`config.mk`:
```
export PLATFORM = sky130hd
export DESIGN_NAME = daq_arbiter
export DESIGN_NICKNAME = d
export VERILOG_FILES = /design/src/rtl/daq_arbiter.sv
export SDC_FILE = /design/constraint.sdc
export NUM_CORES = 1
export LEC_CHECK = 0
export ABC_AREA = 0
export CORE_MARGIN = 5
export CORE_UTILIZATION = 47
export CTS_CLUSTER_SIZE = 25
export DETAILED_ROUTE_END_ITERATION = 8
export HOLD_SLACK_MARGIN = 0.06
export PLACE_DENSITY = 0.72
export SLEW_MARGIN = 10
export SYNTH_ARGS = -nofsm -noshare
export SYNTH_HDL_FRONTEND = slang
export SYNTH_SLANG_ARGS = --single-unit
export TNS_END_PERCENT = 50
```
`constraint.sdc`:
```
create_clock -name clk_daq -period 6.2 [get_ports clk_daq]
set_input_delay 1.24 -clock clk_daq [delete_from_list [all_inputs] [get_ports clk_daq]]
set_output_delay 1.24 -clock clk_daq [all_outputs]
set_load 0.03 [all_outputs]
```
`src/rtl/daq_arbiter.sv`:
```
// -----------------------------------------------------------------------------
// daq_arbiter
//   Four-source data-acquisition merger. Each source owns a FIFO_DEPTH-word
//   FIFO. A round-robin arbiter drains the FIFOs into a single registered
//   output word with a valid/ready handshake.
//
// Ports
//   clk_daq    in   1   DAQ clock, rising edge
//   reset_n    in   1   synchronous active-low reset
//   run        in   1   acquisition enable; low flushes all FIFOs
//   src_write  in   4   per-source write strobe
//   src_data   in  64   per-source data, source k at [16k+15:16k]
//   out_write  out  1   output word valid
//   out_data   out 16   output word
//   out_ready  in   1   sink accepts the word this cycle
//   ovf        out  4   sticky per-source overflow flags
//   busy       out  1   any FIFO (or marker) pending, or out_write high
//
// Build option
//   DAQ_ARB_OVF_MARKER_EN : a dropped write on source k queues a 16'hEF0k
//   marker word for that source. Undefined by default (no markers).
// -----------------------------------------------------------------------------
module daq_arbiter #(
    parameter int FIFO_DEPTH = 8
) (
    input  logic        clk_daq,
    input  logic        reset_n,
    input  logic        run,
    input  logic [3:0]  src_write,
    input  logic [63:0] src_data,
    output logic        out_write,
    output logic [15:0] out_data,
    input  logic        out_ready,
    output logic [3:0]  ovf,
    output logic        busy
);

    localparam int AW = $clog2(FIFO_DEPTH);
    localparam int CW = AW + 1;

    typedef logic [AW-1:0] ptr_t;
    typedef logic [CW-1:0] cnt_t;

    // FIFO storage and bookkeeping
    logic [3:0][FIFO_DEPTH-1:0][15:0] mem_q;
    ptr_t [3:0] wr_ptr_q, wr_ptr_d;
    ptr_t [3:0] rd_ptr_q, rd_ptr_d;
    cnt_t [3:0] cnt_q, cnt_d;

    // Output register
    logic        out_write_q, out_write_d;
    logic [15:0] out_data_q, out_data_d;

    // Arbiter / status state
    logic [1:0]  last_grant_q, last_grant_d;
    logic [3:0]  ovf_q, ovf_d;
    logic        run_q;

    // Combinational control
    logic [3:0]  nonempty;
    logic [3:0]  req;
    logic [3:0]  emit;
    logic [3:0]  push, pop, drop;
    logic        load_en;
    logic        gnt_vld;
    logic        grant;
    logic [1:0]  gnt_idx;
    logic [1:0]  cand;
    logic        run_rise;
    logic        mark_pend;

    always_comb begin
        for (int k = 0; k < 4; k++) begin
            nonempty[k] = (cnt_q[k] != '0);
        end
    end

    assign run_rise = run & ~run_q;

    // The output register may take a new word when it is empty or its
    // current word is leaving this cycle.
    assign load_en = run & (~out_write_q | out_ready);

`ifdef DAQ_ARB_OVF_MARKER_EN
    logic [3:0] mark_q, mark_d;

    // A marker stands in for the first lost word, so it goes out once the
    // words that were accepted before the drop have drained.
    assign req       = nonempty | mark_q;
    assign emit      = mark_q & ~nonempty;
    assign mark_pend = |mark_q;

    always_comb begin
        mark_d = mark_q | drop;
        if (grant && emit[gnt_idx]) begin
            mark_d[gnt_idx] = 1'b0;
        end
        if (!run) begin
            mark_d = '0;
        end
    end

    always_ff @(posedge clk_daq) begin
        if (!reset_n) begin
            mark_q <= '0;
        end else begin
            mark_q <= mark_d;
        end
    end
`else
    assign req       = nonempty;
    assign emit      = '0;
    assign mark_pend = 1'b0;
`endif

    // Round-robin search starting at last_grant+1; the 4th candidate wraps
    // back to last_grant itself.
    always_comb begin
        gnt_vld = 1'b0;
        gnt_idx = last_grant_q;
        cand    = '0;
        for (int i = 1; i <= 4; i++) begin
            cand = 2'(last_grant_q + 2'(i));
            if (!gnt_vld && req[cand]) begin
                gnt_vld = 1'b1;
                gnt_idx = cand;
            end
        end
    end

    assign grant = load_en & gnt_vld;

    // FIFO next state. A pop in the same cycle frees the slot a write to a
    // full FIFO needs, so that write is accepted.
    always_comb begin
        wr_ptr_d = wr_ptr_q;
        rd_ptr_d = rd_ptr_q;
        cnt_d    = cnt_q;
        push     = '0;
        pop      = '0;
        drop     = '0;
        for (int k = 0; k < 4; k++) begin
            pop[k]  = grant && (gnt_idx == 2'(k)) && !emit[k];
            push[k] = run && src_write[k] &&
                      ((cnt_q[k] != cnt_t'(FIFO_DEPTH)) || pop[k]);
            drop[k] = run && src_write[k] && !push[k];
            if (push[k]) begin
                wr_ptr_d[k] = wr_ptr_q[k] + ptr_t'(1);
            end
            if (pop[k]) begin
                rd_ptr_d[k] = rd_ptr_q[k] + ptr_t'(1);
            end
            cnt_d[k] = cnt_q[k] + cnt_t'(push[k]) - cnt_t'(pop[k]);
            if (!run) begin
                wr_ptr_d[k] = '0;
                rd_ptr_d[k] = '0;
                cnt_d[k]    = '0;
            end
        end
    end

    // Output register, arbiter pointer and overflow flags
    always_comb begin
        out_write_d  = out_write_q;
        out_data_d   = out_data_q;
        last_grant_d = last_grant_q;
        ovf_d        = (run_rise ? 4'b0000 : ovf_q) | drop;
        if (!run) begin
            out_write_d = 1'b0;
        end else if (load_en) begin
            out_write_d = gnt_vld;
            if (gnt_vld) begin
                last_grant_d = gnt_idx;
                if (emit[gnt_idx]) begin
                    out_data_d = {14'(16'hEF00 >> 2), gnt_idx};
                end else begin
                    out_data_d = mem_q[gnt_idx][rd_ptr_q[gnt_idx]];
                end
            end
        end
    end

    always_ff @(posedge clk_daq) begin
        if (!reset_n) begin
            wr_ptr_q     <= '0;
            rd_ptr_q     <= '0;
            cnt_q        <= '0;
            out_write_q  <= 1'b0;
            out_data_q   <= 16'h0000;
            last_grant_q <= 2'd3;
            ovf_q        <= '0;
            run_q        <= 1'b0;
        end else begin
            wr_ptr_q     <= wr_ptr_d;
            rd_ptr_q     <= rd_ptr_d;
            cnt_q        <= cnt_d;
            out_write_q  <= out_write_d;
            out_data_q   <= out_data_d;
            last_grant_q <= last_grant_d;
            ovf_q        <= ovf_d;
            run_q        <= run;
        end
    end

    // Storage needs no reset; validity is tracked by the counters.
    always_ff @(posedge clk_daq) begin
        for (int k = 0; k < 4; k++) begin
            if (push[k]) begin
                mem_q[k][wr_ptr_q[k]] <= src_data[16*k +: 16];
            end
        end
    end

    assign out_write = out_write_q;
    assign out_data  = out_data_q;
    assign ovf       = ovf_q;
    assign busy      = (|nonempty) | out_write_q | mark_pend;

endmodule
```
==> flow_summary.yaml <==
clocking:
  numCtsBuffers: 53
  clk_path_buf_depth: 3
  postCtsSetupRepairBufs: 0
  clock_sinks: 576
  cts_hold_buf: 0
  tritoncts: "done"
  clk_latency_ps: 580
  cts_root_buf: "clkbuf_16"
  clk_pin_slew_ps: 60
  post_cts_resized: 0
  h-tree-depth: 2
sta:
  worstMarginPinSlew_ps: 1310
  setup_viol: 0
  finalMaxSlewViolations: 0
  rsz0062_at_grt: "false"
  period_minus_slack_ps: 4730
  timing.fmax_mhz: 211
  fin_crit_sh: 0.763
  setup_tns_ps: 0
  finClkSkew_ps: 10.8
  slew_headroom: 0.123
  report.final.hold_viol_count: 0
critical_path:
  critPathMaxFanout: 71
  path_cells: "inv_1 > ha_1 > nor3b_1 > a2bb2oi_1 > o211a_4 > a21o_1 > mux2_8 > buf_4 > mux2i_1 > o2111ai_1 > nand4_1 > o31ai_1"
  cp-start-kind: "register"
  reg2reg_to: "out_data[9]"
  end_kind: "register"
  r2r_slack_ps: 1470
  critical_path_class: "reg -> reg"
  crit_start: "cnt_q[6]"
  r2r_cells: 12
  r2r_start: "cnt_q[6]"
  max_stage_delay_ps: 750
  crit_slowest_cell: "mux2_8"
  arrival_ps: 5220
  worstPathRequired_ps: 6690
layout:
  fill_cells: 3731
  layout.nets: 1814
  layout-drive-gt1-share: 0.0926
  final_area_sq_um: 26300
  layout_commonest_cell: "edfxtp_1"
  final_cell_mix: "edfxtp_1 (512), nand2_1 (238), clkdlybuf4s50_1 (93)"
  syn2layout_area_growth_pct: 15.3
power:
  power_density_nw_per_um2: 383
  p_leak_nw: 8.44
  ir_drop_uv: 464
  total_power_mw: 10.1
route:
  wl_per_cell_um: 24.4
  wl_um: 57700
  ant_nets: 0
  drtIter0Drc: 1563
  dr.pass1.iters: 5
  vias: 14100
  drc_errors: 0
  viasPerCell: 5.97
placed_design:
  hpwl_um: 36400
  placed_cell_area_sq_um: 24700
  gp_congestion: 0.839
  io_buffers: 93
yosys:
  synth_fp_nets: 1701
  ys_warn_count: 0
  synth_cell_types: 58
  synth_edf_count: 512
  avgSynthCellArea_sq_um: 14.3
  yosysTopAreaCellShare: 0.673
  synth_area_sq_um: 22800
  synth_top_area_cell: "edfxtp_1"
  ys_top_cells_by_area: "edfxtp_1 (67%), dfxtp_1 (5.6%), nand2_1 (3.9%)"
  syn_inst: 1593
  synth_seq_area_share: 0.730
  synth-seq-cells: 576
  async_flop_share: 0
  ys.flop_type: "edfxtp_1"
floorplan:
  start_util: 0.476
  core_region_area_sq_um: 47900
  die_w_um: 230
  num_rows: 80
  die_h_um: 230
  dieArea_sq_um: 53100
  io_pins: 94
grt:
  grt_pass1_wl_um: 87100
  antenna_found_initial: 2
  grt_overflow: 0
  grt_pass1_vias: 13900
  grt_max_degree: 84
  track_usage: 0.214
worst_hold_path:
  worstHoldEndpoint: "out_data[8]"
  min_from: "out_data[8]"
  hp-class: "reg -> reg"
  holdPathStages: 2
job:
  maxCapViolCount: 0
outcome:
  status: "complete, no violations"
worst max-delay path: cells and delay by family, from the launching register on:
family / cells / cell delay (ps)
adders and majority gates: 1 / 160
DFF: 1 / 300
AOI/OAI and AO/OA: 5 / 2020
buffers and inverters: 2 / 480
and+or+nand+nor: 2 / 730
muxes: 2 / 880
through the flow:
step           utilization  worst slack [ps]  instances  hold WS (ps)
4_1_cts              0.549              1500       2365           474
5_1_grt              0.549              1100       2366           508
3_3_place_gp         0.515              1570       2266           461
2_1_floorplan            -              1460       1593           453
3_5_place_dp         0.515              1480       2266           457
6_report             0.549              1470       2366           473
registers in the layout (all words and copies together), names as in the netlist:
name,flops
mem_q,512
cnt_q,16
out_data,16
rd_ptr_q,12
wr_ptr_q,12
ovf,4
last_grant_q,2
out_write,1
run_q,1
kinds of logic after synthesis:
group	after synthesis	share of synthesized area
mux	85	0.0381
buf+inv	119	0.0236
simple gates	488	0.0957
compound gates	266	0.0831
flops	576	0.730
fa+ha+maj	36	0.0210
xor+xnor	23	0.00882
where the power goes:
| part | switching, mW | internal (mW) | total, mW | leakage (nW) |
|---|---|---|---|---|
| sequential | 0.0714 | 4.33 | 4.40 | 5.14 |
| clock | 1.37 | 1.74 | 3.10 | 0.790 |
| combinational | 1.81 | 0.765 | 2.58 | 2.51 |
| total | 3.25 | 6.83 | 10.1 | 8.44 |
layer usage:
metal / up-vias / part of all wire / track usage
li1: 6299 / - / -
met1: 7009 / 0.41 / 0.308
met2: 725 / 0.47 / 0.344
met3: 95 / 0.091 / 0.0365
met4: 2 / 0.021 / 0.0525
met5: - / 0.00016 / 0
how the worst max path moves through the flow:
| stage | slack (ps) | endpoint |
|---|---|---|
| final | 1470 | out_data[9] |
| after global routing | 1100 | out_data[8] |
| after CTS | 1500 | out_data[1] |
| after detailed placement | 1480 | cnt_q[6] |
| after global placement | 1570 | cnt_q[6] |
| after floorplan | 1460 | mem_q[144] |
synthesized netlist by cell type (5+ instances only):
cell,instances
a21o_1,5
a21oi_1,39
a221o_1,15
a22oi_1,42
a31oi_1,20
and3_1,7
buf_2,25
buf_4,8
clkbuf_1,46
dfxtp_1,64
edfxtp_1,512
ha_1,32
inv_1,33
mux2i_1,81
nand2_1,238
nand2b_1,8
nand3_1,71
nand3b_1,6
nand4_1,33
nor2_1,78
nor3_1,21
nor3b_1,10
o2111ai_1,31
o211ai_1,45
o21ai_0,20
o21ai_1,15
o31ai_1,16
xnor2_1,10
xor2_1,13
cell type report:
cell class / count / area [sq um] / share of cell area
clock inverter: 33 / 255 / 0.00970
sequential: 576 / 16700 / 0.633
multi-input combinational: 898 / 5820 / 0.221
antenna: 1 / 2.50 / 0.0000951
clock buffer: 66 / 1380 / 0.0522
timing repair buffer: 144 / 1330 / 0.0504
tap: 615 / 769 / 0.0292
inverter: 33 / 124 / 0.00471
Note: power is estimated with default switching activity, not from simulation.
